==> config.mk <==
export PLATFORM = sky130hd
export DESIGN_NAME = tt_um_walk_check
export DESIGN_NICKNAME = d
export VERILOG_FILES = /design/src/rtl/tt_um_walk_check.sv
export SDC_FILE = /design/constraint.sdc
export NUM_CORES = 1
export LEC_CHECK = 0
export ABC_AREA = 1
export ABC_CLOCK_PERIOD_IN_PS = 3100
export BUFFER_PORTS_ARGS = -buffer_cell sky130_fd_sc_hd__clkbuf_2
export CAP_MARGIN = 10
export CELL_PAD_IN_SITES_DETAIL_PLACEMENT = 0
export CELL_PAD_IN_SITES_GLOBAL_PLACEMENT = 1
export CORE_ASPECT_RATIO = 1.25
export CORE_UTILIZATION = 41
export DETAILED_ROUTE_END_ITERATION = 7
export PLACE_DENSITY_LB_ADDON = 0.1
export RECOVER_POWER = 25
export SYNTH_ARGS = -nofsm -noshare
export SYNTH_HDL_FRONTEND = slang
export SYNTH_SLANG_ARGS = --single-unit
==> constraint.sdc <==
create_clock -name clk -period 3.1 [get_ports clk]
set_clock_uncertainty 0.2 [all_clocks]
set_input_delay 0.155 -clock clk [delete_from_list [all_inputs] [get_ports clk]]
set_output_delay 0.155 -clock clk [all_outputs]
set_load 0.02 [all_outputs]
==> src/rtl/tt_um_walk_check.sv <==
// Walking-one checker: follows 0x01,0x02..0x80,0x00 on ui_in, counts accepted
// steps, and flags a bad step or a value held longer than MAX_HOLD evaluations.
module tt_um_walk_check #(
  parameter int MAX_HOLD = 4
) (
  input  logic       clk,
  input  logic       rst_n,
  input  logic       ena,
  input  logic [7:0] ui_in,
  input  logic [7:0] uio_in,
  output logic [7:0] uio_out,
  output logic [7:0] uio_oe,
  output logic [7:0] uo_out
);

  typedef enum logic [1:0] {
    S_IDLE  = 2'b00,
    S_TRACK = 2'b01,
    S_DONE  = 2'b10,
    S_FAIL  = 2'b11
  } state_e;

  localparam logic [3:0] MAX_HOLD_C = 4'(MAX_HOLD);
  localparam logic [1:0] ERR_NONE    = 2'b00;
  localparam logic [1:0] ERR_BAD     = 2'b01;
  localparam logic [1:0] ERR_TIMEOUT = 2'b10;

  state_e     state_q, state_d;
  logic [7:0] in_q;
  logic [7:0] cur_q, cur_d;
  logic [3:0] step_q, step_d;
  logic [3:0] hold_q, hold_d;
  logic [1:0] err_q, err_d;
  logic       pass_q, pass_d;
  logic       fail_q, fail_d;

  logic       clear;
  logic       unused_uio_bits;

  assign clear           = uio_in[7];
  assign unused_uio_bits = &{1'b0, uio_in[6:0]};

  // Input stage keeps sampling even while ena is low or clear is asserted.
  // NOTE: sequential state uses <= so every flop sees pre-edge values.
  always_ff @(posedge clk or negedge rst_n) begin
    if (!rst_n) in_q <= 8'h00;
    else        in_q <= ui_in;
  end

  always_ff @(posedge clk or negedge rst_n) begin
    if (!rst_n) begin
      state_q <= S_IDLE;
      cur_q   <= 8'h00;
      step_q  <= 4'd0;
      hold_q  <= 4'd0;
      err_q   <= ERR_NONE;
      pass_q  <= 1'b0;
      fail_q  <= 1'b0;
    end else begin
      state_q <= state_d;
      cur_q   <= cur_d;
      step_q  <= step_d;
      hold_q  <= hold_d;
      err_q   <= err_d;
      pass_q  <= pass_d;
      fail_q  <= fail_d;
    end
  end

  always_comb begin
    // NOTE: hold-by-default assignments first so no path can infer a latch.
    state_d = state_q;
    cur_d   = cur_q;
    step_d  = step_q;
    hold_d  = hold_q;
    err_d   = err_q;
    pass_d  = pass_q;
    fail_d  = fail_q;

    if (clear) begin
      state_d = S_IDLE;
      cur_d   = 8'h00;
      step_d  = 4'd0;
      hold_d  = 4'd0;
      err_d   = ERR_NONE;
      pass_d  = 1'b0;
      fail_d  = 1'b0;
    end else if (ena) begin
      unique case (state_q)
        S_IDLE, S_DONE: begin
          if (in_q == 8'h01) begin
            state_d = S_TRACK;
            cur_d   = 8'h01;
            hold_d  = 4'd1;
            step_d  = 4'd0;
            pass_d  = 1'b0;
          end
        end
        S_TRACK: begin
          if (in_q == cur_q) begin
            if (hold_q == MAX_HOLD_C) begin
              state_d = S_FAIL;
              err_d   = ERR_TIMEOUT;
              fail_d  = 1'b1;
            end else begin
              hold_d = hold_q + 4'd1;
            end
          end else if (in_q == {cur_q[6:0], 1'b0} && in_q != 8'h00) begin
            cur_d  = in_q;
            step_d = step_q + 4'd1;
            hold_d = 4'd1;
          end else if (in_q == 8'h00 && cur_q == 8'h80) begin
            state_d = S_DONE;
            step_d  = 4'd8;
            pass_d  = 1'b1;
          end else begin
            state_d = S_FAIL;
            err_d   = ERR_BAD;
            fail_d  = 1'b1;
          end
        end
        S_FAIL: ;
        default: state_d = S_IDLE;
      endcase
    end
  end

  assign uo_out  = {state_q, fail_q, pass_q, step_q};
  assign uio_out = {6'b000000, err_q};
  assign uio_oe  = 8'h7F;

endmodule

==> out/results.txt, run 1 <==
Cells with a size suffix above 1 make up 14.60% of the layout. The congestion estimate from routability-driven global placement came to 0.7995. Clock-pin slew was measured on the worst setup and hold paths at 0.07 ns. Counting distinct cell types in the post-synthesis netlist gives 27.

Wires add up to 4439 µm. The total count of hold-check failures in the final report was 0. The cell sitting at the root of the clock tree is a sky130_fd_sc_hd__clkbuf_8.

The number of antenna violations at the first check in global routing was 0. The gate family responsible for the most delay along the worst path is simple AND/OR/NAND/NOR gates. The final critical delay including setup and external delays is 2.159 ns. Count of standard-cell rows: 28. The tools report the final-report max-slew violation count as 0. Critical path's slowest cell: sky130_fd_sc_hd__dfrtp_1.

For the share of the yosys chip area belonging to registers, the log shows 37.04%. The signal on the critical path passes through inv_2 -> nand2_1 -> nor3_2 -> nand3_1 -> a21oi_4 -> nand3_1 -> nand2_1 -> o21ai_1. The clock drives 30 sinks. The routed length per placed instance came out at 11.84 µm. The tools report the final HPWL from detailed placement as 3279 µm. The worst hold path begins at uio_in[7].

The number of placed instances, taps included, is 358. Sort of element at the end of the critical path: a register. Setup total negative slack on the finished layout was measured at 0 ns. The final-report setup violation count is 0, and the clock latency on the worst-skew pair is 0.28 ns. The post-synthesis instance total is 283, and the total congestion overflow is 0. The number of antenna diodes in the final layout is 0. Of all nets on the critical path, the largest fanout is 14. Startpoint type of the worst setup path: a register. During placement, the flow inserted port buffers numbering 21. After layout, the worst path uses 69.66% of the clock period. The placeable core region was 0.004730 mm². Largest net degree at the start of global routing: 31.

The critical path launch point was in_q[5]. The tools report the warning count from the yosys run as 0. A synthesized cell averages 7.162 µm².

The total track usage came out at 19.31%. The count of cells in the finished layout, fillers not included, comes to 375. For the pin with the worst max-slew slack, the measured transition is 0.7690 ns. The logs give 1645 for the via count of the first global-routing pass and 0 for the final routed DRC violation total. The number of clock buffers added by TritonCTS is 5. The largest buffer count on any clock path is 2. At the end of the flow the core is filled with cells to 48.60%.

Reg-to-reg startpoint: in_q[5]. The largest incremental delay on the critical path was 0.44 ns. The die covers 0.005231 mm². In this run the worst hold path is classified as input pin to register. The pre-antenna-repair detailed-routing pass consisted of 4 iterations. The number of register bits inferred by synthesis came out at 30.

The average via count per standard cell is 4.621. VDD sags by at most 336.9 µV. The run gives 2.12 ns as the arrival time at the worst endpoint.

In the final design database the tool counted 336 nets. The flow ran to the end, and the final reports show no timing, DRC or antenna violations. The floorplan step set the die width to 64.89 µm. The first global-routing pass estimated 7583 µm of wire.

Dividing total power by cell area gives a power density of 558.5 mW/mm². The run gives 45 as the violation count after the first detailed-routing iteration. The detail route stage leaves a number of antenna-violating nets equal to 0.

Count of pins on the block boundary: 43. The initial cell density of the core is 42.86%. For this design the static power due to leakage is 0.001215 µW. The tightest slew margin relative to the limit is 48.73%. The category of the most critical setup path was register to register. The die is 80.61 µm tall. The count of buffering cells on the critical path with inverters included is 1, and the reported max-cap violation count is 0. The endpoint required time on the critical path came out at 3.06 ns. Setup repair after global routing left no endpoint under its margin. The number of vias in the routed layout was 1733.

The area growth from synthesis to layout works out to 13.39%. TritonCTS built the clock tree. The logs give 0.4631 GHz for the top achievable clock speed and 0.002027 mm² for the cell area after synthesis. The number of H-tree levels was 2.
==> worst paths after layout <==
check	to	slack, ns	cells past startpoint
max in group asynchronous	hold_q[2]	1.93	2
worst max-delay path	step_q[3]	0.94	8
min in group asynchronous	in_q[2]	0.28	2
worst max register to register	step_q[3]	0.94	8
worst min-delay path	step_q[2]	0.02	4
worst min register to register	err_q[1]	0.28	2
==> flip-flops by register name, indices dropped and copies added (netlist names) <==
name,flops
cur_q,8
pass_q,1
in_q,8
err_q,2
hold_q,4
fail_q,1
state_q,2
step_q,4
==> cell usage after synthesis (all sizes together) <==
cell	count	area, µm²
nor3	1	10.01
o21ai	18	116.4
nand3	23	125.1
buf	18	142.6
ha	3	37.54
conb	2	7.510
a21oi	2	21.27
inv	37	138.9
nor2	27	143.9
xnor2	6	52.55
dfrtp	30	750.7
nand2	104	400.4
xor2	3	26.28
or2	1	6.260
nand4	7	43.79
clkinv	1	3.750
==> cell families after synthesis <==
kind of cell	count (synthesis)	share of synthesized area, %
AND/OR/NAND/NOR	163	35.99
buffers and inverters	56	14.07
flip-flops	30	37.04
AO/OA/AOI/OAI	20	6.790
XOR/XNOR	9	3.889
adder cells (fa/ha/maj)	3	1.852
other	2	0.3705
==> stage by stage <==
stage | worst slack (ns) | power, µW | area [µm²] | hold slack (ns)
after floorplan | 1.324 | 839.9 | 2072 | -0.3406
after detailed placement | 0.8911 | 918.5 | 2110 | 0.06514
after CTS | 0.8739 | 1310 | 2310 | 0.01795
after global placement | 0.8990 | 914.6 | 2110 | 0.06285
final | 0.9407 | 1284 | 2298 | 0.02426
after global routing | 0.6794 | 1379 | 2298 | 0.03988
==> area by class of cell <==
cell class                      instances  area (µm²)
Fill cell                             520        2431
Clock buffer                            8       110.1
Sequential cell                        30       750.7
Inverter                               38       142.6
Multi-Input combinational cell        209        1036
Tap cell                               60       75.07
Timing Repair Buffer                   30       183.9
==> power by group <==
group          internal (µW)  switching [µW]
logic                    122             289
clock network            224             153
registers                441            54.1
==> per-layer routing <==
layer | GRT usage, % | vias up | share of wire (%) | wire, µm
met5 | 0 | - | 0 | 0
met4 | 5.111 | 0 | 0.86 | 38
met3 | 3.409 | 5 | 1.7 | 76
met2 | 34.17 | 17 | 52 | 2323
met1 | 23.76 | 802 | 45 | 2000
li1 | - | 909 | - | -
==> repair_timing <==
| item | 4_1_cts | 5_1_grt |
|---|---|---|
| buffers inserted | 0 | 0 |
| hold buffers | 9 | 0 |
| hold endpoints to repair | 38 | 0 |
| gates resized for setup | 0 | 0 |
==> tightest hold or removal path, cell delays in order <==
cell and delay, ns:
sky130_fd_sc_hd__clkbuf_2 0.15, sky130_fd_sc_hd__nor2_1 0.06, sky130_fd_sc_hd__nand2_1 0.06, sky130_fd_sc_hd__nand2_1 0.04
==> cell usage in the layout (no fill, tap or decap), types with 3 or more instances in the layout <==
| cell type | n |
|---|---|
| sky130_fd_sc_hd__o21ai_0 | 6 |
| sky130_fd_sc_hd__nand4_1 | 7 |
| sky130_fd_sc_hd__o21ai_1 | 5 |
| sky130_fd_sc_hd__o21ai_2 | 7 |
| sky130_fd_sc_hd__nor2_1 | 23 |
| sky130_fd_sc_hd__clkbuf_8 | 8 |
| sky130_fd_sc_hd__clkbuf_1 | 9 |
| sky130_fd_sc_hd__clkbuf_2 | 12 |
| sky130_fd_sc_hd__xor2_1 | 3 |
| sky130_fd_sc_hd__nand3_1 | 21 |
| sky130_fd_sc_hd__inv_2 | 8 |
| sky130_fd_sc_hd__dfrtp_1 | 30 |
| sky130_fd_sc_hd__inv_1 | 29 |
| sky130_fd_sc_hd__dlygate4sd3_1 | 9 |
| sky130_fd_sc_hd__ha_1 | 3 |
| sky130_fd_sc_hd__xnor2_1 | 6 |
| sky130_fd_sc_hd__conb_1 | 14 |
| sky130_fd_sc_hd__nand2_1 | 102 |
No activity file was read; power rests on OpenSTA's default activity.
==> run 2, diff against run 1 <==
Settings changed: ABC_CLOCK_PERIOD_IN_PS 3100 to 2100, CORE_UTILIZATION 41 to 39.
Clock period 3.1 ns to 2.1 ns, I/O delays scaled along.
==> out/results.txt, run 2 (synthesis gave the netlist of run 1 again) <==
The slew at the pin with the worst max-slew slack is 0.7628 ns (-0.006221 ns), and the arrival time at the worst endpoint is 1.98 ns (-0.14 ns). Walking the worst path, the cells encountered are inv_2 -> nand2_1 -> nor3_2 -> nand3_1 -> a21oi_4 -> nand2_4 -> nor2_8 -> nand2_1 -> nand2_1. For the clock latency on the worst-skew pair, the log shows 0.28 ns (about the same). The run gives 4 (unchanged) as the total iterations of the first detailed-routing run.

The tools report the clock buffer count from CTS as 5 (unchanged). In the layout the commonest cells are sky130_fd_sc_hd__nand2_1, sky130_fd_sc_hd__dfrtp_1, sky130_fd_sc_hd__inv_1. The category of the most critical setup path is register to register.

The number of sinks handled by clock tree synthesis was 30 (unchanged). The largest registers in the layout are cur_q x8, in_q x8. The routed length per placed instance is 11.92 µm (+0.73%), and the number of H-tree levels is 2 (unchanged).

The clock-pin slew reported for the worst setup and hold paths after clock tree synthesis was 0.07 ns (about the same); the sequential cell area in the final layout was 750.7 µm² (unchanged). The initial cell density of the core is 40.19% (-2.7 points), and the final critical delay including setup and external delays is 1.961 ns (-0.1979 ns). The tightest slew margin relative to the limit is 49.15% (+0.41 points).

The most frequent standard cell in the layout excluding fill and tap cells is sky130_fd_sc_hd__nand2_1. The total track usage is 18.63% (-0.68 points), and the top achievable clock speed is 0.5098 GHz (+10%). Global-route wire length before repair: 7486 µm (-1.3%). From synthesis to final layout, the design area changed by 14.32%.

The gate family responsible for the most delay along the worst path was simple AND/OR/NAND/NOR gates. The filler cell count is 560 (+7.7%), and the floorplan die width is 66.48 µm (+2.5%). The ratio of cells with drive above 1 in the final layout was 15.67% (+1.1 points). For the final-report max-slew violation count, the log shows 0 (unchanged). The worst vdd rail ir drop was 500.2 µV (+48%). The final HPWL from detailed placement is 3462 µm (+5.6%).

The average via count per standard cell is 4.651 (+0.64%). The tree is rooted in a sky130_fd_sc_hd__clkbuf_8. The vertical die dimension came out at 82.60 µm (+2.5%).

Number of nets with antenna violations after routing: 0 (unchanged). The final routed DRC violation total was 0 (unchanged); the total count of hold-check failures in the final report was 0 (unchanged). The run gives 0.002317 mm² (+0.82%) as the cell area after layout.

The logs give 340 (+1.2%) for the number of nets in the final layout and 31 (unchanged) for the largest net degree at the start of global routing. The run finished with clean final reports. The tools report the sum of routed wire length over all layers as 4543 µm (+2.3%).

The leakage dissipation was 0.001224 µW (+0.79%). For the final-report setup violation count, the log shows 0 (unchanged). The count of buffering cells on the critical path with inverters included was 1 (unchanged); the count of pins on the block boundary was 43 (unchanged). The cell that appears most often on the critical path is sky130_fd_sc_hd__nand2_1.

STA classifies the critical path startpoint as a register. The endpoint required time on the critical path came out at 2.12 ns (-0.94 ns). The power density of the placed cells works out to 798.2 mW/mm² (+43%). The run gives 2 (unchanged) as the largest buffer count on any clock path. The number of antenna violations at the first check in global routing came out at 0 (unchanged). The post-route fraction of the period consumed by the critical path is 93.40% (+24 points), and the number of vias in the routed layout is 1772 (+2.3%). The run gives 0.001039 mm² (+0.24%) as the area of combinational cells with multiple inputs. Setup repair after global routing left no endpoint under its margin. The worst-case hold slack was 0.1210 ns (+0.09675 ns); the total congestion overflow was 0 (unchanged). In this run the worst hold path is classified as input pin to register. The weighted congestion reported at the end of routability-driven placement is 0.8502 (+6.3%). The number of port buffers was 21 (unchanged); the instance area at placement was 0.002135 mm² (+1.2%).

The violation count after the first detailed-routing iteration is 34 (-24%), and the via count of the first global-routing pass is 1627 (-1.1%). TritonCTS built the clock tree. The worst setup path is captured at a register.

The run gives 0 (unchanged) as the post-CTS setup buffer count. The largest incremental delay on the critical path is 0.44 ns (about the same), and the placeable core region is 0.005044 mm² (+6.6%). For the number of diodes, the log shows 0 (unchanged). The logs give 0 (unchanged) for the reported max-cap violation count and 29 (+3.6%) for the count of standard-cell rows. Critical path's slowest cell: sky130_fd_sc_hd__dfrtp_1. The die area was 0.005491 mm² (+5.0%).

The largest fanout on the critical path is 8 (-6). The run gives 0 ns (unchanged) as the post-route setup TNS.
==> run 2: metal layers <==
layer | wire length [µm] | vias up | share of wire (%) | track usage (%)
li1 | - | 916 | - | -
met4 | 75 | 0 | 1.7 | 7.021
met5 | 0 | - | 0 | 0
met2 | 2349 | 21 | 52 | 33.67
met1 | 2014 | 829 | 44 | 21.75
met3 | 103 | 6 | 2.3 | 3.297
==> run 2: final timing paths <==
| kind | endpoint | slack, ns | startpoint | cells past startpoint |
|---|---|---|---|---|
| setup / recovery | cur_q[0] | 0.14 | in_q[5] | 9 |
| hold / removal | fail_q | 0.12 | ena | 6 |
| setup reg to reg | cur_q[0] | 0.14 | in_q[5] | 9 |
| hold reg to reg | err_q[1] | 0.27 | err_q[1] | 2 |
| max in group asynchronous | cur_q[3] | 1.00 | rst_n | 2 |
| min in group asynchronous | in_q[4] | 0.22 | rst_n | 2 |
==> run 2: final cells by class <==
| type | count | area share [%] |
|---|---|---|
| timing repair buffer | 34 | 9.341 |
| inverter | 38 | 6.156 |
| tap | 62 | 3.348 |
| sequential | 30 | 32.40 |
| multi-input combinational | 209 | 44.82 |
| clock inverter | 1 | 0.2160 |
| clock buffer | 7 | 3.726 |
==> run 2: where the power goes <==
group | leakage (µW) | total (µW) | internal (µW) | switching, µW
combinational | 0.000785 | 627 | 197 | 430
clock | 0.0000482 | 492 | 264 | 228
sequential | 0.000391 | 730 | 651 | 78.9
==> run 2: timing repair <==
item	4_1_cts	5_1_grt
resized for setup	0	2
hold buffers	10	0
endpoints found under the hold margin	39	0
setup endpoints to repair	0	16
==> run 2: worst min-delay path: stages <==
cell,delay [ns]
sky130_fd_sc_hd__clkbuf_2,0.07
sky130_fd_sc_hd__or2_2,0.10
sky130_fd_sc_hd__nand2_1,0.05
sky130_fd_sc_hd__inv_1,0.10
sky130_fd_sc_hd__nand3_1,0.08
sky130_fd_sc_hd__nand2_1,0.06
==> run 2: stage by stage <==
stage	setup WS (ns)	util, %	total power, µW	instances
6_report	0.1386	45.94	1850	381
5_1_grt	0.004786	45.94	1995	381
4_1_cts	0.1033	46.12	1890	381
3_5_place_dp	0.1154	42.32	1374	363
3_3_place_gp	0.1278	42.32	1374	363
2_1_floorplan	0.3241	-	1240	295
==> run 3, diff against run 2 <==
Settings changed: CORE_ASPECT_RATIO 1.25 to not set.
==> out/results.txt, run 3 (synthesis gave the netlist of run 1 again) <==
The ratio of cells with drive above 1 in the final layout works out to 15.99% (+0.31 points). Traced cell by cell, the critical path runs through inv_2 -> nand2_1 -> nor3_2 -> nand3_1 -> a21oi_4 -> buf_4 -> buf_4 -> nand3_1 -> o21ai_2. The reported max-cap violation count was 0 (unchanged). The initial cell density of the core is 41.81% (+1.6 points). The logs give 5 (unchanged) for the clock buffer count from CTS and 0.1212 ns (+0.0002030 ns) for the worst-case hold slack.

The tools report the critical path launch point as in_q[5]. Final-report max-slew violation count: 0 (unchanged). Slew at the pin with the worst max-slew slack: 0.7463 ns (-0.01649 ns). In the final layout, the registers with the most flip-flops are cur_q x8, in_q x8.

The tools report the placeable core region as 0.004848 mm² (-3.9%). The logs give 0 (unchanged) for the number of antenna violations at the first check in global routing and 0.002133 mm² (about the same) for the instance area at placement. The power density of the placed cells works out to 798.7 mW/mm² (about the same).

The weighted congestion reported at the end of routability-driven placement came out at 0.7745 (-8.9%). The worst hold path depth was 6 (unchanged). Setup repair after global routing could not meet its margin everywhere.

The critical path's slowest cell is sky130_fd_sc_hd__dfrtp_1. Leaving out fill and tap cells, the most frequent cells in the layout are sky130_fd_sc_hd__nand2_1, sky130_fd_sc_hd__dfrtp_1, sky130_fd_sc_hd__inv_1. The endpoint identified for the worst register-to-register timing path is cur_q[2]. For the arrival time at the worst endpoint, the log shows 1.96 ns (-0.02 ns). TritonCTS built the clock tree.

The number of nets in the final layout was 340 (unchanged); the final critical delay including setup and external delays was 1.955 ns (-0.006039 ns). The logs give 0.005489 mm² (about the same) for the die area and 30 (unchanged) for the number of sinks handled by clock tree synthesis. The post-route fraction of the period consumed by the critical path was 93.11% (-0.29 points).

The critical path ends at cur_q[2]. Floorplan die width: 74.09 µm (+11%). The sum of routed wire length over all layers is 4453 µm (-2.0%).

The number of diodes was 0 (unchanged). The total iterations of the first detailed-routing run was 4 (unchanged). In this run the most critical hold path is launched from ena.

The reg-to-reg startpoint is in_q[5]. The tightest slew margin relative to the limit is 50.25% (+1.1 points), and the violation count after the first detailed-routing iteration is 72 (+110%). The largest net degree at the start of global routing was 31 (unchanged).

The largest incremental delay on the critical path works out to 0.44 ns (about the same). The clock-pin slew reported for the worst setup and hold paths after clock tree synthesis works out to 0.06 ns (about the same). The number of cells on the worst reg-to-reg path was 9 (unchanged).

The number of port buffers is 21 (unchanged). The leakage dissipation was 0.001226 µW (+0.15%). The number of placed instances, taps included came out at 367 (+1.1%). Largest buffer count on any clock path: 2 (unchanged).

The top achievable clock speed was 0.5114 GHz (+0.31%). For the endpoint required time on the critical path, the log shows 2.11 ns (about the same). Compared with the post-synthesis result, the final layout area differs by 15.12%.

The startpoint type of the worst setup path was a register. The setup path with the least slack is of type register to register. The gate family responsible for the most delay along the worst path was simple AND/OR/NAND/NOR gates. The class of the worst hold path is input pin to register.

Clock latency on the worst-skew pair: 0.28 ns (about the same). Total count of hold-check failures in the final report: 0 (unchanged). Sort of element at the end of the critical path: a register. The routed length per placed instance works out to 11.54 µm (-3.3%).

The cell area after layout was 0.002333 mm² (+0.70%); the final-report setup violation count was 0 (unchanged). The setup slack on the worst flop-to-flop path came out at 0.14 ns (about the same). The run gives 1741 (-1.7%) as the number of vias in the routed layout. The least setup slack across all paths after layout was 0.1446 ns (+0.006039 ns); the count of standard-cell rows was 25 (-14%). The total stage count of the critical path works out to 9 (unchanged). The tools report the final HPWL from detailed placement as 3300 µm (-4.7%). The count of buffering cells on the critical path with inverters included is 3 (+2). The average via count per standard cell works out to 4.510 (-3.0%). The tools report the global-route wire length before repair as 7445 µm (-0.55%).

The total congestion overflow was 0 (unchanged). The flow ran to the end, and the final reports show no timing, DRC or antenna violations. The logs give 380.1 µV (-24%) for the worst vdd rail ir drop and 0 (unchanged) for the final routed DRC violation total. The logs give 43 (unchanged) for the count of pins on the block boundary and 386 (+1.3%) for the final instance count without filler cells. The via count of the first global-routing pass was 1585 (-2.6%). Leaving out fill and tap cells, the most frequent cell in the layout is sky130_fd_sc_hd__nand2_1.

The total track usage is 18.24% (-0.39 points), and the largest fanout on the critical path is 6 (-2). Vertical die dimension: 74.09 µm (-10%). Filler cell count: 511 (-8.8%).

The tree is rooted in a sky130_fd_sc_hd__clkbuf_8. The logs give 2 (unchanged) for the number of H-tree levels and 0 (unchanged) for the number of nets with antenna violations after routing. Placement-stage worst setup slack: 0.08827 ns (-0.02710 ns).
==> run 3: cell count changes in the layout (fill, tap and decap cells not counted), sizes merged <==
| cell | previous run | this run |
|---|---|---|
| clkinv | 2 | 1 |
| clkinvlp | 0 | 1 |
==> run 3: worst reg2reg max path: cells and delay by family, from the launching register on <==
kind            cells  cell delay, ns
compound gates      2            0.35
buf+inv             3            0.39
simple gates        4            0.49
flops               1            0.44
==> run 3: through the flow <==
stage | utilization [%] | total power (µW) | setup TNS (ns)
CTS | 47.95 | 1889 | 0
detailed placement | 44.00 | 1375 | 0
floorplan | - | 1240 | 0
global route | 48.13 | 1994 | -0.02054
finish | 48.13 | 1864 | 0
global placement | 44.00 | 1369 | 0
==> run 3: what timing repair did <==
| action | in CTS | in global routing |
|---|---|---|
| gates resized for setup | 0 | 3 |
| hold buffers | 10 | 0 |
| endpoints found under the hold margin | 39 | 0 |
| endpoints found under the setup margin | 0 | 9 |
| setup buffers | 0 | 1 |
==> run 3: final cells by class <==
class | instances | area [µm²] | share of cell area [%]
Tap cell | 67 | 83.83 | 3.592
Clock inverter | 1 | 5.005 | 0.2145
Sequential cell | 30 | 750.7 | 32.17
Inverter | 38 | 146.4 | 6.273
Multi-Input combinational cell | 209 | 1044 | 44.72
Clock buffer | 7 | 86.33 | 3.700
Timing Repair Buffer | 34 | 217.7 | 9.330
==> run 3: worst min-delay path by stage <==
| stage | end | slack [ns] |
|---|---|---|
| 2_1_floorplan | cur_q[0] | -0.39 |
| 3_3_place_gp | in_q[6] | 0.01 |
| 3_5_place_dp | in_q[0] | 0.01 |
| 4_1_cts | fail_q | 0.11 |
| 5_1_grt | err_q[0] | 0.20 |
| 6_report | fail_q | 0.12 |
==> run 3: per-layer routing <==
metal  wire (µm)  vias to the layer above  track usage (%)
met1        2231                      787            24.53
met5           0                        -                0
met3         145                        5            4.336
met2        2031                       34            28.99
met4          44                        0            5.769
li1            -                      915                -
==> run 3: power by group <==
group          internal, µW  switching, µW
registers               652           82.7
logic                   207            443
clock network           264            216
